$ cat src/rtl/as_alu_ctrl.sv
// rtl/as_alu_ctrl.sv - ALU control sequencer: start/done ops, MACC term loop, synchronized key input.
// Define AS_ALU_CTRL_ABORT_EN to let `abort` cancel MACC and WAIT_IN with a done+err pulse.
module as_alu_ctrl #(
  parameter int n = 8
) (
  input  logic         clk,
  input  logic         reset,
  input  logic         start,
  input  logic [2:0]   op,
  input  logic [n-1:0] count,
  input  logic         key,
  input  logic         z,
  input  logic         abort,
  output logic         add_a_sel,
  output logic         add_b_sel,
  output logic         acc_en,
  output logic         acc_add,
  output logic         in_en,
  output logic         reg_we,
  output logic [n-1:0] idx,
  output logic         busy,
  output logic         done,
  output logic         err,
  output logic         sw_zero
);

  localparam logic [2:0] OP_NOP   = 3'b000;
  localparam logic [2:0] OP_ADD   = 3'b001;
  localparam logic [2:0] OP_ADDI  = 3'b010;
  localparam logic [2:0] OP_LDACC = 3'b011;
  localparam logic [2:0] OP_MACC  = 3'b100;
  localparam logic [2:0] OP_IN    = 3'b101;
  localparam logic [2:0] OP_TSTSW = 3'b110;
  localparam logic [2:0] OP_RSVD  = 3'b111;

  typedef enum logic [2:0] {
    ST_IDLE    = 3'd0,
    ST_EXEC    = 3'd1,
    ST_MACC    = 3'd2,
    ST_WAIT_IN = 3'd3,
    ST_IN_WB   = 3'd4,
    ST_ABORT   = 3'd5
  } state_t;

  state_t       state_q, state_d;
  logic [2:0]   op_q, op_d;
  logic [n-1:0] count_q, count_d;
  logic [n-1:0] idx_q, idx_d;
  logic         sw_zero_q, sw_zero_d;
  logic         key_s1_q, key_s2_q, key_prev_q;
  logic         key_rise;
  logic         macc_last;
  logic         abort_req;

`ifdef AS_ALU_CTRL_ABORT_EN
  assign abort_req = abort;
`else
  logic unused_abort;
  assign unused_abort = abort;
  assign abort_req    = 1'b0;
`endif

  // The previous-value flop makes a key already high on WAIT_IN entry look level, not an edge.
  assign key_rise  = key_s2_q & ~key_prev_q;
  assign macc_last = (idx_q == count_q - {{(n-1){1'b0}}, 1'b1});

  always_ff @(posedge clk) begin
    if (reset) begin
      state_q    <= ST_IDLE;
      op_q       <= OP_NOP;
      count_q    <= '0;
      idx_q      <= '0;
      sw_zero_q  <= 1'b0;
      key_s1_q   <= 1'b0;
      key_s2_q   <= 1'b0;
      key_prev_q <= 1'b0;
    end else begin
      state_q    <= state_d;
      op_q       <= op_d;
      count_q    <= count_d;
      idx_q      <= idx_d;
      sw_zero_q  <= sw_zero_d;
      key_s1_q   <= key;
      key_s2_q   <= key_s1_q;
      key_prev_q <= key_s2_q;
    end
  end

  always_comb begin
    state_d   = state_q;
    op_d      = op_q;
    count_d   = count_q;
    idx_d     = idx_q;
    sw_zero_d = sw_zero_q;
    unique case (state_q)
      ST_IDLE: begin
        if (start) begin
          op_d    = op;
          count_d = count;
          idx_d   = '0;
          if (op == OP_MACC && count != '0) state_d = ST_MACC;
          else if (op == OP_IN)             state_d = ST_WAIT_IN;
          else                              state_d = ST_EXEC;
        end
      end
      ST_EXEC: begin
        state_d = ST_IDLE;
        if (op_q == OP_TSTSW) sw_zero_d = z;
      end
      ST_MACC: begin
        // Completion wins over abort so the last term never yields a second done.
        if (macc_last) begin
          state_d = ST_IDLE;
          idx_d   = '0;
        end else if (abort_req) begin
          state_d = ST_ABORT;
          idx_d   = '0;
        end else begin
          idx_d = idx_q + {{(n-1){1'b0}}, 1'b1};
        end
      end
      ST_WAIT_IN: begin
        if (key_rise)       state_d = ST_IN_WB;
        else if (abort_req) state_d = ST_ABORT;
      end
      ST_IN_WB: state_d = ST_IDLE;
      ST_ABORT: state_d = ST_IDLE;
      default:  state_d = ST_IDLE;
    endcase
  end

  always_comb begin
    add_a_sel = 1'b0;
    add_b_sel = 1'b0;
    acc_en    = 1'b0;
    acc_add   = 1'b0;
    in_en     = 1'b0;
    reg_we    = 1'b0;
    done      = 1'b0;
    err       = 1'b0;
    busy      = (state_q != ST_IDLE);
    unique case (state_q)
      ST_EXEC: begin
        done = 1'b1;
        case (op_q)
          OP_ADD: reg_we = 1'b1;
          OP_ADDI: begin
            add_b_sel = 1'b1;
            reg_we    = 1'b1;
          end
          OP_LDACC: begin
            add_b_sel = 1'b1;
            acc_en    = 1'b1;
          end
          OP_TSTSW: add_a_sel = 1'b1;
          OP_RSVD:  err       = 1'b1;
          default: ;
        endcase
      end
      ST_MACC: begin
        acc_en  = 1'b1;
        acc_add = 1'b1;
        done    = macc_last;
      end
      ST_IN_WB: begin
        in_en  = 1'b1;
        reg_we = 1'b1;
        done   = 1'b1;
      end
      ST_ABORT: begin
        done = 1'b1;
        err  = 1'b1;
      end
      default: ;
    endcase
  end

  assign idx     = idx_q;
  assign sw_zero = sw_zero_q;

endmodule
$ cat config.mk
export PLATFORM = sky130hd
export DESIGN_NAME = as_alu_ctrl
export DESIGN_NICKNAME = d
export VERILOG_FILES = /design/src/rtl/as_alu_ctrl.sv
export SDC_FILE = /design/constraint.sdc
export NUM_CORES = 1
export LEC_CHECK = 0
export BUFFER_PORTS_ARGS = -buffer_cell sky130_fd_sc_hd__buf_2
export CAP_MARGIN = 15
export CORE_MARGIN = 5
export CORE_UTILIZATION = 48
export DETAILED_ROUTE_END_ITERATION = 10
export GPL_TIMING_DRIVEN = 1
export PLACE_DENSITY = 0.72
export SLEW_MARGIN = 20
export SYNTH_ARGS = -nofsm -noshare
export SYNTH_HDL_FRONTEND = slang
export SYNTH_SLANG_ARGS = --single-unit
$ cat constraint.sdc
create_clock -name clk -period 2.1 [get_ports clk]
set_input_delay 0 -clock clk [delete_from_list [all_inputs] [get_ports clk]]
set_output_delay 0 -clock clk [all_outputs]
set_load 0.05 [all_outputs]
==> flow_metrics.tcl, run 1 <==
set metrics [dict create \
    rsz0062_at_grt "true" \
    hold_ws_ns 0.08713 \
    overflow 0 \
    drt-vias-per-instance 5.302 \
    synth-seq-cells 26 \
    slew_violations 0 \
    grt_max_degree 26 \
    cts-root-buf "clkbuf_4" \
    finalSetupTns_ns 0 \
    netlist_instances 196 \
    cts_max_level 1 \
    ys.flop_type "dfxtp_1" \
    tightest_slew_ns 0.4373 \
    synth_cell_type_count 41 \
    port_buffers 33 \
    status "finished clean" \
    final.setup_skew_ns 0.009827 \
    io-pin-count 35 \
    ys_warn_count 0 \
    synth_nets 215 \
    grt_pass1_vias 1438 \
    setup_viol 0 \
    rows 20 \
    cap_violations 0 \
    fin_nets 264 \
    cp_data_required_time_ns 2.10 \
    final_common_cell "nand2_1" \
    worst_slack_ns 0.04274 \
    max_slew_margin_pct 70.77 \
    crit_slowest_cell "dfxtp_4" \
    worstSetupPathType "reg -> out" \
    ys_seq_area_share_pct 34.78 \
    pwr-share-clk_pct 24.0 \
    syn_area_um2 1496 \
    drc 0 \
    combinationalPowerShare_pct 24.3 \
    clock_latency_ns 0.32 \
    clockBufferDepth 2 \
    fp.dieW_um 65.84 \
    die_h_um 65.84 \
    power.share.switching_pct 29.65 \
    pre_cts_slack_ns 0.1132 \
    cp-end-kind "output pin" \
    fin_crit_sh_pct 97.96 \
    start_util_pct 49.42 \
    synth_edf_count 0 \
    ant_nets 0 \
    slowest_delay_ns 0.39 \
    wl_per_cell_um 12.91 \
    hold_class "in -> reg" \
    dp_hpwl_um 2506 \
    dp.cells 267 \
    antenna_found_initial 0 \
    place_congestion 0.8274 \
    finalCoreUtilization_pct 65.25 \
    yosys-top-cells-area "dfxtp_1 35%, nand2_1 10%, a21oi_1 5.4%" \
    firstDrtPassIters 4 \
    clk_pin_slew_ns 0.15 \
    internal_power_mw 0.7390 \
    min_period_ns 2.057 \
    crit_fanout 3 \
    fmaxAchievable_mhz 486.1 \
    cts_tree "done" \
    crit_chain "nor4_4 -> nand2_1 -> o31a_1 -> a211o_4 -> o21bai_4 -> buf_6" \
    p_leak_nw 0.8033 \
    synthArstFlopShare_pct 0 \
    die_area_um2 4334 \
    crit_arrival_ns 2.06 \
    powerDensity_nw_per_um2 531.7 \
    p_switching_mw 0.3114 \
    vias 1527 \
    post_layout_nonfiller_instances 288 \
    finalWirelength_um 3717 \
    syn_area_per_cell_um2 7.635 \
    synth_top_cell_by_area "dfxtp_1" \
    ir_worst_vdd_mv 0.3948 \
    clock-sinks 26 \
    grt_usage_pct 18.33 \
    worstSetupStartpointType "flop" \
    drive_gt1_share_pct 26.23 \
    drt-initial-drc-count 65 \
    syn2layout_area_growth_pct 32.02 \
    hold_violations 0 \
    cts_buffers 3 \
    grt_pass1_wl_um 6348 \
    antenna_cells 0 \
    final_cell_mix "40 x nand2_1, 32 x buf_2, 21 x dfxtp_1" \
    synth.top_cell.area_share_pct 34.78 \
    p_seq_share_pct 51.6 \
    fp.coreArea_um2 3028 \
]
==> metrics by stage <==
step | total power [mW] | area, µm²
floorplan | 0.7047 | 1505
global placement | 0.7583 | 1718
detailed placement | 0.7605 | 1718
CTS | 1.051 | 1954
global route | 1.109 | 1976
finish | 1.050 | 1976
==> power groups by stage <==
stage	clock, mW	sequential, mW	combinational (mW)
6_report	0.252	0.542	0.256
5_1_grt	0.283	0.547	0.279
4_1_cts	0.260	0.543	0.247
3_5_place_dp	0	0.552	0.208
3_3_place_gp	0	0.552	0.206
2_1_floorplan	0	0.545	0.159
==> synthesized netlist by cell type, drive strengths merged, types with 2 or more instances <==
library cell,number
o21ai,5
nor2b,3
nor3,6
o211ai,2
clkbuf,7
nand3b,2
nor4,3
nor3b,3
xnor2,7
nand3,9
inv,7
a31oi,2
nand2b,7
nand2,40
nand4,3
dfxtp,26
buf,5
ha,2
xor2,5
o21bai,3
a21oi,16
nand4b,2
nor2,14
nor4b,3
==> cell type report <==
type	instances	area [µm²]
well taps	44	55.05
clock buffers	4	36.28
inverters	7	26.28
multi-input cells	151	949.7
flip-flops and latches	26	529.3
fillers	251	1052
repair buffers	56	379.1
==> worst max-delay path: cells and delay by family (launching register included) <==
| kind | cells | cell delay [ns] |
|---|---|---|
| and+or+nand+nor | 2 | 0.38 |
| AOI/OAI and AO/OA | 3 | 0.80 |
| buffers and inverters | 1 | 0.17 |
| DFF | 1 | 0.39 |
==> layer usage <==
layer  up-vias  GRT usage (%)  wire, µm
li1        771              -         -
met1       695          23.95      1590
met2        49          30.29      1855
met3        12          2.211       158
met4         0          7.772       112
met5         -              0         0
==> path summary, 6_finish.rpt <==
path	endpoint	slack [ns]	startpoint	cells past startpoint
worst max-delay path	done	0.04	count_q[3]$_SDFFE_PP0P_	6
worst min-delay path	sw_zero$_SDFFE_PP0P_	0.09	reset	2
worst max register to register	idx[2]$_SDFFE_PP0P_	0.16	count_q[3]$_SDFFE_PP0P_	7
worst min register to register	key_s2_q$_SDFF_PP0_	0.46	key_s1_q$_SDFF_PP0_	1
==> what timing repair did <==
item,in CTS,in global routing
buffers inserted,2,1
pin swaps,4,4
setup endpoints to repair,1,1
endpoints found under the hold margin,14,0
hold buffers,14,0
gates resized for setup,11,5
==> sequential cells by signal, summed over array words and instances (netlist names) <==
register    count
state_q         3
op_q            3
sw_zero         1
count_q         8
idx             8
key_s1_q        1
key_s2_q        1
key_prev_q      1
==> logic make-up (layout without fill, tap and decap cells) <==
logic type                 count (synthesis)  count (layout)  synth area share (%)
DFF                                       26              26                 34.78
buffers and inverters                     19              67                 5.267
AOI/OAI and AO/OA                         38              38                 16.81
xor gates and xnor gates                  12              12                 7.023
muxes                                      1               1                0.6689
and+or+nand+nor                           98              98                 33.78
adders and majority gates                  2               2                 1.672
Power figures use the tool's default switching activity.
==> run 2, diff against run 1 <==
==> constraint.sdc (replaced) <==
create_clock -name clk -period 1.85 [get_ports clk]
set_input_delay 0 -clock clk [delete_from_list [all_inputs] [get_ports clk]]
set_output_delay 0 -clock clk [all_outputs]
set_load 0.05 [all_outputs]
==> run 2 against run 1 <==
Compared with the run above: the flow now finishes with violations (negative setup slack); via count did not move; final area rose by 3.8%; highest routed layer unchanged; largest cell class unchanged; wire length fell by 0.48%; first-iteration DRC count rose by 35%; largest power group unchanged.
==> flow_metrics.tcl, run 2 (synthesis gave the netlist of run 1 again) <==
set metrics [dict create \
    rows 20 \
    cts_max_level 1 \
    cp_data_required_time_ns 1.85 \
    fmaxAchievable_mhz 482.2 \
    wl_per_cell_um 12.50 \
    cp-end-kind "output pin" \
    antenna_found_initial 0 \
    violations "negative setup slack" \
    min_delay_worst_endpoint "sw_zero$_SDFFE_PP0P_" \
    final.setup_skew_ns 0.01298 \
    grt_max_degree 26 \
    fin_nets 272 \
    hold_ws_ns 0.08285 \
    internal_power_mw 0.8499 \
    syn2layout_area_growth_pct 37.04 \
    placed_area_um2 1815 \
    slew_violations 0 \
    power.share.switching_pct 30.27 \
    crit_fanout 8 \
    worst_slack_ns -0.2237 \
    min_period_ns 2.074 \
    drt-initial-drc-count 88 \
    combinationalPowerShare_pct 25.3 \
    worstSetupStartpointType "flop" \
    worstSetupPathType "reg -> out" \
    min_from "reset" \
    die_area_um2 4334 \
    start_util_pct 49.42 \
    pre_cts_slack_ns 0.003366 \
    p_seq_share_pct 50.1 \
    cts_tree "done" \
    fin_crit_sh_pct 112.1 \
    drc 0 \
    powerDensity_nw_per_um2 594.3 \
    hold_class "in -> reg" \
    slowest_delay_ns 0.37 \
    rsz0062_at_grt "true" \
    crit_slowest_cell "dfxtp_2" \
    reg2reg_depth 10 \
    crit_arrival_ns 2.07 \
    clockBufferDepth 2 \
    fillerInstances 255 \
    clock-sinks 26 \
    hold_violations 0 \
    crit_chain "inv_2 -> ha_4 -> o21bai_1 -> a211oi_1 -> o21bai_1 -> a211o_4 -> o21bai_4 -> buf_8" \
    overflow 0 \
    status "finished, violations left" \
    place_congestion 0.7888 \
    cts-root-buf "clkbuf_4" \
    clk_pin_slew_ns 0.16 \
    holdPathStages 2 \
    pwr-share-clk_pct 24.6 \
    antenna_cells 0 \
    final_common_cell "nand2_1" \
    cp_common_cell "o21bai_1" \
    grt_pass1_vias 1352 \
    cap_violations 0 \
    ant_nets 0 \
    grt_usage_pct 17.33 \
    firstDrtPassIters 4 \
    p_switching_mw 0.3690 \
    ir_worst_vdd_mv 0.4978 \
    clock_latency_ns 0.33 \
    reg2reg_slack_ns -0.17 \
    max_slew_margin_pct 53.14 \
    finalCoreUtilization_pct 67.73 \
    final_cell_mix "39 x nand2_1, 32 x buf_2, 21 x dfxtp_1" \
    fp.coreArea_um2 3028 \
    cts_buffers 3 \
    tightest_slew_ns 0.6976 \
    dp.cells 276 \
    io-pin-count 35 \
    final_cell_area_um2 2051 \
    setup_viol 10 \
    vias 1527 \
    dp_hpwl_um 2600 \
    drive_gt1_share_pct 29.76 \
    drt-vias-per-instance 5.159 \
    fp.dieW_um 65.84 \
    die_h_um 65.84 \
    grt_pass1_wl_um 5996 \
    post_layout_nonfiller_instances 296 \
    r2r-start "count_q[1]$_SDFFE_PP0P_" \
    finalWirelength_um 3699 \
    r2r_end "idx[2]$_SDFFE_PP0P_" \
    p_leak_nw 0.8520 \
    port_buffers 33 \
]
## run 2: changes by cell type in the layout (fill, tap and decap cells not counted), moves of 2 or more
| cell | previous run | this run |
|---|---|---|
| buf_4 | 9 | 16 |
| o21ai_0 | 5 | 0 |
| o21ai_1 | 0 | 3 |
| o21ai_2 | 0 | 2 |
## run 2: final cells by class
class | instances | area (µm²) | share of cell area, %
tap | 44 | 55.05 | 2.685
multi-input combinational | 151 | 959.7 | 46.80
sequential | 26 | 526.8 | 25.69
clock buffer | 4 | 36.28 | 1.769
inverter | 7 | 26.28 | 1.281
timing repair buffer | 64 | 446.7 | 21.78
## run 2: how the worst max path moves through the flow
stage | from | end | slack, ns | depth (start not counted)
6_report | count_q[1]$_SDFFE_PP0P_ | done | -0.22 | 8
5_1_grt | count_q[1]$_SDFFE_PP0P_ | done | -0.33 | 8
4_1_cts | count_q[1]$_SDFFE_PP0P_ | done | -0.24 | 8
3_5_place_dp | count_q[1]$_SDFFE_PP0P_ | done | 0.003 | 8
3_3_place_gp | count_q[1]$_SDFFE_PP0P_ | done | 0.04 | 8
2_1_floorplan | count_q[0]$_SDFFE_PP0P_ | done | -0.18 | 9
## run 2: what timing repair did
action,in CTS,in global routing
endpoints found under the hold margin,14,0
hold buffers,14,0
pin swaps,2,6
setup endpoints to repair,1,10
cloned,0,0
setup buffers,1,1
resized for setup,2,11
## run 2: per-layer routing
layer / vias to the layer above / global-route usage, % / wire length (µm)
li1: 790 / - / -
met1: 702 / 22.94 / 1694
met2: 33 / 29.66 / 1870
met3: 2 / 2.721 / 119
met4: 0 / 3.368 / 15
met5: - / 0 / 0
## run 2: stage by stage
step | setup TNS, ns | total power [mW]
floorplan | -0.3516 | 0.8169
global placement | 0 | 0.8917
detailed placement | 0 | 0.8956
CTS | -0.6934 | 1.212
global route | -2.180 | 1.278
finish | -1.381 | 1.219
## run 2: power groups by stage
| stage | Combinational [mW] | Clock (mW) | Sequential [mW] |
|---|---|---|---|
| finish | 0.308 | 0.300 | 0.611 |
| global route | 0.337 | 0.326 | 0.615 |
| global placement | 0.270 | 0 | 0.622 |
| floorplan | 0.196 | 0 | 0.621 |
| CTS | 0.299 | 0.302 | 0.610 |
| detailed placement | 0.273 | 0 | 0.622 |
## run 2: critical path, delay by kind of cell, from the launching register on
family | cells | cell delay (ns)
AO/OA/AOI/OAI | 5 | 0.99
adder cells (fa/ha/maj) | 1 | 0.18
flip-flops | 1 | 0.37
buffers and inverters | 2 | 0.20
